===== src/rtl/multi_stepper_ctrl.sv =====
// N-channel stepper-motor controller: each channel runs a commanded number of
// coil steps, one per shared prescaler tick, then pulses done.
module multi_stepper_ctrl #(
   parameter int N_CH      = 3,
   parameter int CNT_W     = 16,
   parameter int DIV       = 524288,
   parameter int HALF_STEP = 0,
   parameter int HOLD      = 1,
   localparam int CH_W     = (N_CH > 1) ? $clog2(N_CH) : 1
) (
   input  logic                clk,
   input  logic                rst,
   input  logic                cmd_valid,
   output logic                cmd_ready,
   input  logic [CH_W-1:0]     cmd_ch,
   input  logic                cmd_dir,
   input  logic [CNT_W-1:0]    cmd_steps,
   input  logic [N_CH-1:0]     stop,
   output logic [4*N_CH-1:0]   signal,
   output logic [N_CH-1:0]     busy,
   output logic [N_CH-1:0]     done
);

   localparam int PW = (DIV > 1) ? $clog2(DIV) : 1;
   localparam logic [PW-1:0] PRESC_LAST = PW'(DIV - 1);

   logic [PW-1:0]    presc;
   logic             tick;
   logic             accept;
   logic             ch_ok;
   logic             busy_sel;
   logic             stop_sel;
   logic [2:0]       idx       [N_CH];
   logic [2:0]       step_idx  [N_CH];
   logic [CNT_W-1:0] remaining [N_CH];
   logic             dir_q     [N_CH];

   function automatic logic [3:0] coil_pattern(input logic [2:0] i);
      logic [3:0] p;
      if (HALF_STEP != 0) begin
         case (i)
            3'd0:    p = 4'b1000;
            3'd1:    p = 4'b1100;
            3'd2:    p = 4'b0100;
            3'd3:    p = 4'b0110;
            3'd4:    p = 4'b0010;
            3'd5:    p = 4'b0011;
            3'd6:    p = 4'b0001;
            default: p = 4'b1001;
         endcase
      end else begin
         case (i)
            3'd0:    p = 4'b1100;
            3'd1:    p = 4'b0110;
            3'd2:    p = 4'b0011;
            default: p = 4'b1001;
         endcase
      end
      return p;
   endfunction

   assign tick   = (presc == PRESC_LAST);
   assign accept = cmd_valid & cmd_ready;

   // Out-of-range channel numbers select nothing, so they can never be accepted.
   always_comb begin
      ch_ok    = (int'(cmd_ch) < N_CH);
      busy_sel = 1'b0;
      stop_sel = 1'b0;
      for (int k = 0; k < N_CH; k++) begin
         if (int'(cmd_ch) == k) begin
            busy_sel = busy[k];
            stop_sel = stop[k];
         end
      end
      cmd_ready = rst & ch_ok & ~busy_sel & ~stop_sel;
   end

   // Full-step mode keeps the index in 0..3 by clearing the top bit.
   always_comb begin
      for (int k = 0; k < N_CH; k++) begin
         step_idx[k] = dir_q[k] ? idx[k] + 3'd1 : idx[k] - 3'd1;
         if (HALF_STEP == 0) begin
            step_idx[k][2] = 1'b0;
         end
      end
   end

   always_ff @(posedge clk) begin
      if (!rst) begin
         presc  <= '0;
         busy   <= '0;
         done   <= '0;
         signal <= '0;
         for (int k = 0; k < N_CH; k++) begin
            idx[k]       <= '0;
            remaining[k] <= '0;
            dir_q[k]     <= 1'b0;
         end
      end else begin
         presc <= tick ? '0 : presc + PW'(1);
         for (int k = 0; k < N_CH; k++) begin
            done[k] <= 1'b0;
            // Stop wins over a coincident tick and never produces a done pulse.
            if (stop[k]) begin
               busy[k]      <= 1'b0;
               remaining[k] <= '0;
               if (HOLD == 0) begin
                  signal[4*k +: 4] <= 4'b0000;
               end
            end else if (busy[k]) begin
               if (tick) begin
                  idx[k]       <= step_idx[k];
                  remaining[k] <= remaining[k] - CNT_W'(1);
                  if (remaining[k] == CNT_W'(1)) begin
                     busy[k]          <= 1'b0;
                     done[k]          <= 1'b1;
                     signal[4*k +: 4] <= (HOLD != 0) ? coil_pattern(step_idx[k]) : 4'b0000;
                  end else begin
                     signal[4*k +: 4] <= coil_pattern(step_idx[k]);
                  end
               end
            end else if (accept && (int'(cmd_ch) == k)) begin
               if (cmd_steps == '0) begin
                  done[k] <= 1'b1;
               end else begin
                  busy[k]      <= 1'b1;
                  remaining[k] <= cmd_steps;
                  dir_q[k]     <= cmd_dir;
               end
            end
         end
      end
   end

endmodule


===== config.mk =====
export PLATFORM = sky130hd
export DESIGN_NAME = multi_stepper_ctrl
export DESIGN_NICKNAME = d
export VERILOG_FILES = /design/src/rtl/multi_stepper_ctrl.sv
export SDC_FILE = /design/constraint.sdc
export NUM_CORES = 1
export LEC_CHECK = 0
export BUFFER_PORTS_ARGS = -buffer_cell sky130_fd_sc_hd__buf_2
export CORE_ASPECT_RATIO = 1.75
export CORE_MARGIN = 2
export CORE_UTILIZATION = 60
export DETAILED_ROUTE_END_ITERATION = 12
export PLACE_DENSITY = 0.84
export SYNTH_ARGS = -nofsm -noshare
export SYNTH_HDL_FRONTEND = slang
export SYNTH_SLANG_ARGS = --single-unit

===== constraint.sdc =====
create_clock -name clk -period 3.4 [get_ports clk]
set_input_delay 0.34 -clock clk [delete_from_list [all_inputs] [get_ports clk]]
set_output_delay 0.34 -clock clk [all_outputs]
set_load 0.01 [all_outputs]

# Word level (Yosys, flattened, before mapping)
# Memory sizes are Yosys's and may differ from the RTL's.
# Cells that the tools add are included.
# classes
addsub,10
magnitude_cmp,1
eq_ne,12
mux,88
n_bitwise,25
reduce_logical,15
# op_table
op,count
$mux W16,9
$mux W1,70
$eq A16 B1 Y1 const B,3
$sub A16 B1 Y16 const B,3
$pmux W4 S3,3
$add A19 B1 Y19 const B,1
$eq A19 B19 Y1 const B,1
$logic_not A16 Y1,1
$or A1 B1 Y1,15
$mux W2,6
$eq A2 B2 Y1 const B,5
$logic_not A3 Y1,3
$reduce_and A3 Y1,3
$reduce_or A2 Y1,4
$add A2 B1 Y2 const B,3
$eq A2 B1 Y1 const B,3
$not A1 Y1,6
$sub A2 B1 Y2 const B,3
$and A1 B1 Y1,4
$logic_and A1 B1 Y1,3
$logic_not A2 Y1,1
$lt A2 B2 Y1 const B,1
# word_totals
ff_bits,37
ramBits,57
in_bits,25
output_inout_bits,19
word_cells,164
memories,3
# memory_table
memory,words,word_bits,rd,rd_ports_with_merged_regs,wr,line_no,source
remaining,3,16,3,0,3,35,logic [CNT_W-1:0] remaining [N_CH];
idx,3,2,3,0,3,33,logic [2:0] idx [N_CH];
dir_q,3,1,3,0,3,36,logic dir_q [N_CH];

# Depth between registers and ports, before layout
# Gate-level depths: netlist of the first run.
# depth
word_depth,15
mapped_depth,7
depth_no_buf,6

# Worst setup path before layout of the first run
# OpenSTA, ideal clock, no wires.
# synth_path
kind,reg2reg
start,register presc[4]
end,"memory remaining[1][0], enable pin"
t_arrival_ns,1.966
t_required_ns,3.028
setup_slack_ns,1.062
stages_incl_launch_ff,5
n_path_buf,0
path_cell_list,dfxtp_1 > nand4_2 > or4_4 > nor3_1 > or3_1
# synth_rtl
element,line_no,source
"start, declared",27,logic [PW-1:0] presc;
"start signal, assigned",101,presc <= tick ? '0 : presc + PW'(1);
"end, declared",35,

==> results of run 1 <==
[kinds of logic after synthesis]
logic type	after synthesis	share of synthesized area, %
flops	94	50.5
mux	1	0.206
buf+inv	25	2.14
xor+xnor	60	10.8
compound gates	84	10.6
fa+ha+maj	7	1.80
simple gates	237	23.9
[report_power, final]
group / switching (mW) / internal [mW]
Sequential: 0.0419 / 1.25
Clock: 0.425 / 0.776
Combinational: 0.138 / 0.0858
[routing by layer]
metal	up-vias	global-route usage [%]	routed length [um]
li1	1883	-	-
met1	1924	31.2	4270
met2	193	48.1	5870
met3	47	5.38	738
met4	0	13.3	580
met5	-	0	0
[worst reg2reg max path, delay by kind of cell, from the launching register on]
kind	cells	cell delay [ps]
flops	1	420
simple gates	4	1970
[state kept, by name, summed over array words and instances (netlist names)]
| register | count |
|---|---|
| remaining | 48 |
| presc | 19 |
| signal | 12 |
| idx | 6 |
| busy | 3 |
| dir_q | 3 |
| done | 3 |
[cell usage in the layout, fill, tap and decap left out, types with 2 or more instances in the layout]
master      n
xor2_1     22
nand2b_1    9
edfxtp_1   57
nor4b_1     2
nor4_1     11
o31ai_1     2
or3_1       4
dfxtp_1    37
nor3_1     15
nand3_1    16
or4_1       3
and4b_1     2
inv_1       9
nand4_1     9
and3_1      5
nand2_1    78
o21ai_0    42
a21o_1      3
ha_1        7
nor2b_1     4
nor3b_1     4
o211a_1     3
o21ai_2    10
clkbuf_16  12
and2_1      2
xnor2_1    38
buf_4       4
nand3b_1    5
bufinv_16   2
or2_2       3
clkinv_2    2
buf_2      43
a21oi_1    17
nor2_1     57
[stage by stage]
stage                     power (mW)  setup WS (ps)
final                           2.72            644
after global routing            2.79            496
after CTS                       2.72            669
after detailed placement        1.54            675
after global placement          1.53            785
after floorplan                 1.46           1060
[how the worst min path moves through the flow]
stage / endpoint / slack, ps / depth (start not counted)
after detailed placement: signal[6] / 450 / 2
after floorplan: presc[0] / 430 / 1
final: remaining[2][6] / 360 / 3
after global routing: remaining[2][7] / 360 / 2
after CTS: busy[0] / 340 / 3
after global placement: presc[0] / 440 / 1
[area by class of cell]
| type | count | area (um^2) | share of cell area, % |
|---|---|---|---|
| flip-flops and latches | 94 | 2450 | 44.4 |
| multi-input cells | 389 | 2300 | 41.8 |
| clock buffers | 12 | 300 | 5.44 |
| repair buffers | 47 | 245 | 4.44 |
| well taps | 90 | 113 | 2.04 |
| clock inverters | 4 | 70.1 | 1.27 |
| inverters | 9 | 33.8 | 0.612 |
==> flow_summary.toml, run 1 <==
[final_layout]
final_nets = 582
fin_area_mm2 = 0.00552
final_cells = 645
final_core_util_pct = 69.8
area_growth_pct = 13.7
drive_gt1_share_pct = 14.8
diodes = 0
nFillCells = 599

[clock_tree]
cts.sinks = 94
post_cts_resized = 0
clock_latency_ps = 340
cts_tree = "built"
cts_inserted_buffers = 9
clock_path_buffers = 2
clk_pin_slew_ps = 60
htreeDepth = 3
post_cts_buffers = 0
cts_root_buffer = "clkbuf_16"
holdBufCountCts = 0

[logic_synthesis]
synthTopCellsByArea = "edfxtp_1 35%, dfxtp_1 15%, xnor2_1 6.9%"
synth_top_area_share_pct = 35.3
async_flop_share_pct = 0
synth_area_mm2 = 0.00485
synth_cell_types = 47
yosysWarnings = 0
synthFlopType = "edfxtp_1"
synth_cells = 508
synthTopCellsByCount = "78 x nand2_1, 57 x edfxtp_1, 57 x nor2_1"
postSynthAreaPerCell_um2 = 9.56
synth_top_cell_by_area = "edfxtp_1"
syn_nets = 540
synth_edf_count = 57
synth_seq_area_share_pct = 50.5
yosysMostFrequentCell = "nand2_1"
ys_ff_latch = 94

[critical_path]
critical-path-slowest-cell = "or3_1"
worstSetupEndpoint = "remaining[1][7]"
worstPathMaxFanout = 16
criticalPathCategory = "reg -> reg"
cp.depth = 4
endpoint_kind = "flop"
path_cells = "nand4_2 -> or4_4 -> nor3_1 -> or3_1"
start_kind = "flop"
crit_buf_inv = 0
reg2reg_from = "presc[4]"
r2r-end = "remaining[1][7]"
r2r_cells = 4
slowest_delay_ps = 680
critPathRequiredTime_ps = 3370
regToRegSetupSlack_ps = 640
critical_path.top_delay_family = "simple AND/OR/NAND/NOR gates"
worstPathArrival_ps = 2730
crit_start = "presc[4]"

[drt]
drt_wl_total_um = 11500
via_per_inst = 6.27
wire_per_inst_um = 17.8
drc = 0
drt_first_pass_iters = 5
postRouteAntennaNets = 0
vias = 4047
first_iter_violations = 376

[place]
hpwl_um = 8250
placed_cell_area_mm2 = 0.00515
io_buffers = 43
gp_congestion = 0.849
dp.cells = 629

[status]
outcome = "completed"

[floorplan]
die_area_mm2 = 0.00886
rows = 43
io-pin-count = 44
die_w_um = 72.0
core-area_mm2 = 0.00791
die_y_um = 123
start_util_pct = 61.4

[timing]
slew-limit-headroom_pct = 46.6
holdWs_ps = 359
finalCritPeriodShare_pct = 81.1
min_period_ps = 2760
fin_worst_skew_ps = 7.86
worst_pin_slew_ps = 799
rsz0062_at_grt = "no"
setup_viol = 0
fmax_mhz = 363
hold_viol_final = 0
setup_tns_ps = 0
drv_slew = 0

[power]
vdd_drop_max_uv = 346
p_leak_nw = 2.05
cellPowerDensity_mw_per_mm2 = 493

[grt]
grt_pass1_vias = 3899
grt_pass1_wl_um = 18600
gr-total-overflow = 0
grt_max_degree = 24
grt_antenna_before_repair = 0
track_usage_pct = 27.3

[job]
max_cap_violations = 0

[min_path]
min_from = "cmd_steps[6]"
hold_class = "in -> reg"
Note: power is estimated with default switching activity, not from simulation.
==> inputs of run 2 (changes only) <==
Settings changed: ABC_AREA set to 1, CORE_UTILIZATION 60 to 54, PLACE_DENSITY 0.84 to 0.8.
Clock period 3.4 ns to 2.3 ns, I/O delays scaled along.
==> run 2 against run 1 <==
Fmax rose by 32%. Critical endpoint is now remaining[2][0]. Routed wire length rose by 12%. Critical path type unchanged. Highest routed layer unchanged. Largest cell class is now multi-input gates. Via count rose by 13%. Largest power group unchanged.
==> flow_summary.toml, run 2 <==
[timing]
hold_viol_final = 0
worst_pin_slew_ps = 502
setup_tns_ps = 0
setup_viol = 0
finalCritPeriodShare_pct = 91.1
fmax_mhz = 477
slew-limit-headroom_pct = 66.3
holdWs_ps = 222
fin_worst_skew_ps = 6.80
min_period_ps = 2100
drv_slew = 0
rsz0062_at_grt = "no"
setup_ws_ps = 205

[drt]
via_per_inst = 5.47
wire_per_inst_um = 15.4
drt_wl_total_um = 12900
first_iter_violations = 423
postRouteAntennaNets = 0
drt_first_pass_iters = 5
vias = 4590
drc = 0

[critical_path]
critPathRequiredTime_ps = 2330
criticalPathCategory = "reg -> reg"
endpoint_kind = "flop"
r2r-end = "remaining[2][0]"
worstSetupEndpoint = "remaining[2][0]"
critical-path-slowest-cell = "dfxtp_1"
crit_start = "presc[0]"
crit_buf_inv = 1
slowest_delay_ps = 380
path_cells = "ha_1 -> nand2_1 -> nor2_4 -> nand4_4 -> nor2_8 -> nand3_4 -> nand3_1 -> buf_4"
cp.depth = 8
r2r_cells = 8
regToRegSetupSlack_ps = 200
reg2reg_from = "presc[0]"
worstPathArrival_ps = 2130
start_kind = "flop"
worstPathMaxFanout = 16
critical_path.top_delay_family = "simple AND/OR/NAND/NOR gates"

[clock_tree]
clk_pin_slew_ps = 70
holdBufCountCts = 0
clock_latency_ps = 340
post_cts_buffers = 0
cts_inserted_buffers = 9
clock_path_buffers = 2
htreeDepth = 3
cts.sinks = 94
cts_tree = "built"
cts_root_buffer = "clkbuf_16"
post_cts_resized = 0

[floorplan]
start_util_pct = 55.8
die_area_mm2 = 0.0107
die_y_um = 135
core-area_mm2 = 0.00953
die_w_um = 79.0
rows = 47
io-pin-count = 44

[place]
dp.cells = 823
placed_cell_area_mm2 = 0.00573
hpwl_um = 9700
gp_congestion = 0.909
place_ws_ps = 208
io_buffers = 43

[final_layout]
final_cell_mix = "140 x nand2_1, 109 x nor2_1, 67 x inv_1, 57 x edfxtp_1, 45 x nand3_1"
final_core_util_pct = 63.3
top_register = "remaining"
final_nets = 744
drive_gt1_share_pct = 14.4
fin_area_mm2 = 0.00603
area_growth_pct = 13.6
final_cells = 839
largest_reg_flops = 48
reg_top3 = "remaining x48, presc x19, signal x12"
diodes = 0
final_common_cell = "nand2_1"

[status]
outcome = "completed"

[logic_synthesis]
synth_seq_area_share_pct = 46.2
ys_ff_latch = 94
synthTopCellsByCount = "140 x nand2_1, 109 x nor2_1, 67 x inv_1"
syn_nets = 689
synth_top_cell_by_area = "edfxtp_1"
async_flop_share_pct = 0
synth_area_mm2 = 0.00531
synth_cell_types = 37
postSynthAreaPerCell_um2 = 8.08
synth_top_area_share_pct = 32.2
synth_cells = 657
synth_edf_count = 57
synthFlopType = "edfxtp_1"
synthTopCellsByArea = "edfxtp_1 32%, dfxtp_1 14%, nand2_1 9.9%"
yosysMostFrequentCell = "nand2_1"
yosysWarnings = 0

[grt]
gr-total-overflow = 0
grt_pass1_vias = 4515
grt_antenna_before_repair = 0
grt_max_degree = 42
grt_pass1_wl_um = 20900
track_usage_pct = 25.1

[job]
max_cap_violations = 0

[power]
switching_share_pct = 24.8
p_leak_nw = 2.60
p_int_mw = 2.89
power.net_switching_uw = 954
vdd_drop_max_uv = 516
cellPowerDensity_mw_per_mm2 = 636
finalPower_mw = 3.84
power.share.clock_pct = 39.2
pwr-share-comb_pct = 11.1
seqPwrFrac_pct = 49.7

[min_path]
hold_class = "in -> reg"
-- run 2: layout make-up --
type	count	area (um^2)
inverter	70	264
clock inverter	4	53.8
fill	800	3490
timing repair buffer	57	345
sequential	94	2450
tap	122	153
clock buffer	12	246
multi-input combinational	480	2520
-- run 2: worst min-delay path by stage --
stage | from | endpoint | slack, ps | cells past startpoint
after CTS | cmd_steps[6] | remaining[1][6] | 210 | 3
after floorplan | stop[0] | done[0] | 400 | 3
after detailed placement | signal[1] | signal[1] | 450 | 2
after global routing | cmd_steps[6] | remaining[1][6] | 230 | 3
final | cmd_steps[6] | remaining[1][6] | 220 | 3
after global placement | presc[0] | presc[0] | 440 | 1
-- run 2: kinds of logic after synthesis --
logic type                 synth area share [%]
AOI/OAI and AO/OA                          8.32
buffers and inverters                      6.38
xor gates and xnor gates                   8.24
and+or+nand+nor                            29.2
adders and majority gates                  1.65
DFF                                        46.2
-- run 2: metal layers --
| metal | up-vias | track usage [%] | part of all wire (%) |
|---|---|---|---|
| li1 | 2270 | - | - |
| met5 | - | 0 | 0 |
| met4 | 0 | 12.5 | 4.6 |
| met2 | 164 | 45.4 | 52 |
| met1 | 2121 | 28.0 | 39 |
| met3 | 35 | 4.27 | 5.3 |
-- run 2: power groups by stage --
stage,sequential (mW),clock (mW),combinational (mW)
floorplan,1.93,0,0.289
global placement,1.94,0,0.408
detailed placement,1.94,0,0.416
CTS,1.91,1.51,0.421
global route,1.92,1.57,0.472
finish,1.91,1.50,0.426
-- run 2: tightest hold or removal path: stages --
cell and delay [ps]:
buf_2 110, nand2_1 50, nand2_1 60
==> inputs of run 3 (changes only) <==
Settings changed: ABC_AREA 1 to 0, CORE_MARGIN 2 to unset.
==> run 3 against run 2 <==
Via count is 14% lower. Routed wire length is 10% lower. Register-to-register slack worse by 98 ps. Critical path type unchanged. Hold slack better by 1.0 ps. Final cell count is 18% lower. Highest routed layer unchanged. Critical endpoint is now remaining[2][7]. Cell area is 6.7% lower. Combinational power is 21% lower. Die area is 12% lower.
==> flow_summary.toml, run 3 (same netlist as run 1, synthesis figures left out) <==
[status]
outcome = "completed"

[clock_tree]
htreeDepth = 3
holdBufCountCts = 0
cts_tree = "built"
cts.sinks = 94
post_cts_buffers = 0
post_cts_resized = 0
clk_pin_slew_ps = 70
clock_path_buffers = 2
cts_root_buffer = "clkbuf_16"
cts_inserted_buffers = 9
clock_latency_ps = 350

[drt]
wire_per_inst_um = 16.9
vias = 3952
drt_first_pass_iters = 5
via_per_inst = 5.75
drc = 0
postRouteAntennaNets = 0
first_iter_violations = 373
drt_wl_total_um = 11600

[power]
switching_share_pct = 24.1
p_int_mw = 2.87
vdd_drop_max_uv = 524
cellPowerDensity_mw_per_mm2 = 672
finalPower_mw = 3.78
power.net_switching_uw = 910
p_leak_nw = 2.10
power.share.clock_pct = 40.4
seqPwrFrac_pct = 50.6
pwr-share-comb_pct = 8.9

[final_layout]
final_cell_mix = "78 x nand2_1, 57 x nor2_1, 57 x edfxtp_1, 43 x buf_2, 42 x o21ai_0"
largest_reg_flops = 48
final_nets = 597
area_growth_pct = 16.0
fin_area_mm2 = 0.00563
diodes = 0
final_common_cell = "nand2_1"
top_register = "remaining"
reg_top3 = "remaining x48, presc x19, signal x12"
drive_gt1_share_pct = 17.7

[critical_path]
critical-path-slowest-cell = "or4_4"
reg2reg_from = "presc[5]"
endpoint_kind = "flop"
crit_buf_inv = 1
r2r_cells = 6
worstPathArrival_ps = 2410
critical_path.top_delay_family = "simple AND/OR/NAND/NOR gates"
regToRegSetupSlack_ps = 110
slowest_delay_ps = 570
path_cells = "nand4_2 -> or4_4 -> or3_1 -> buf_4 -> a21oi_1 -> a21o_1"
start_kind = "flop"
criticalPathCategory = "reg -> reg"
crit_start = "presc[5]"
r2r-end = "remaining[2][7]"
worstPathMaxFanout = 16
critPathRequiredTime_ps = 2520

[timing]
slew-limit-headroom_pct = 55.3
hold_viol_final = 0
fin_worst_skew_ps = 8.75
min_period_ps = 2190
rsz0062_at_grt = "no"
drv_slew = 0
setup_tns_ps = 0
setup_ws_ps = 106
fmax_mhz = 456
holdWs_ps = 223
setup_viol = 0
worst_pin_slew_ps = 670
finalCritPeriodShare_pct = 95.4

[place]
io_buffers = 43
hpwl_um = 8400
gp_congestion = 0.882
placed_cell_area_mm2 = 0.00532
place_ws_ps = 89.8

[floorplan]
rows = 45
io-pin-count = 44
start_util_pct = 56.0
core-area_mm2 = 0.00867
die_w_um = 73.7
die_y_um = 127
die_area_mm2 = 0.00939

[grt]
grt_max_degree = 20
grt_antenna_before_repair = 0
grt_pass1_wl_um = 18400
grt_pass1_vias = 3924
gr-total-overflow = 0
track_usage_pct = 26.2

[job]
max_cap_violations = 0

[min_path]
hold_class = "in -> reg"
hold-path-endpoint = "remaining[2][13]"
worstHoldPathCells = 3
min_from = "cmd_steps[13]"
==> run 3: cell types whose count changed in the layout (fill, tap and decap cells not counted), moves of 10 or more <==
| cell | change |
|---|---|
| nor3_1 | +10 |
| inv_1 | -58 |
| xor2_1 | -13 |
| nor2_1 | -52 |
| xnor2_1 | +23 |
| nand3_1 | -29 |
| nand2_1 | -62 |
==> run 3: power by group through the flow <==
stage / clock (mW) / combinational, mW / sequential (mW)
2_1_floorplan: 0 / 0.224 / 1.93
3_3_place_gp: 0 / 0.322 / 1.94
3_5_place_dp: 0 / 0.329 / 1.95
4_1_cts: 1.55 / 0.335 / 1.91
5_1_grt: 1.62 / 0.370 / 1.92
6_report: 1.53 / 0.337 / 1.92
==> run 3: worst min-delay path: stages <==
cell and delay [ps]:
buf_2 120, nand2_1 70, o21ai_2 50
==> run 3: routing by layer <==
layer / up-vias / global-route usage [%] / wire, um
li1: 1914 / - / -
met1: 1882 / 29.0 / 4390
met2: 131 / 48.0 / 6310
met3: 25 / 4.42 / 577
met4: 0 / 10.5 / 293
met5: - / 0 / 0
==> run 3: through the flow <==
step | std cells | utilization [%]
after global placement | 671 | 61.3
after detailed placement | 671 | 61.3
final | 687 | 65.0
after floorplan | 508 | -
after global routing | 687 | 65.0
after CTS | 687 | 64.9
==> run 3: final cells by class <==
| class | instances | area, um^2 |
|---|---|---|
| sequential | 94 | 2450 |
| multi-input combinational | 389 | 2320 |
| timing repair buffer | 62 | 370 |
| fill | 746 | 3040 |
| clock buffer | 10 | 239 |
| clock inverter | 6 | 67.6 |
| tap | 117 | 146 |
| inverter | 9 | 33.8 |
==> run 3: worst max path at each step <==
stage                             endpoint  slack [ps]  cells past startpoint
after global placement     remaining[2][3]         170                      6
after floorplan            remaining[1][0]         160                      4
after detailed placement   remaining[2][7]          90                      6
after global routing      remaining[2][13]          20                      5
after CTS                  remaining[2][7]          80                      6
final                      remaining[2][7]         110                      6
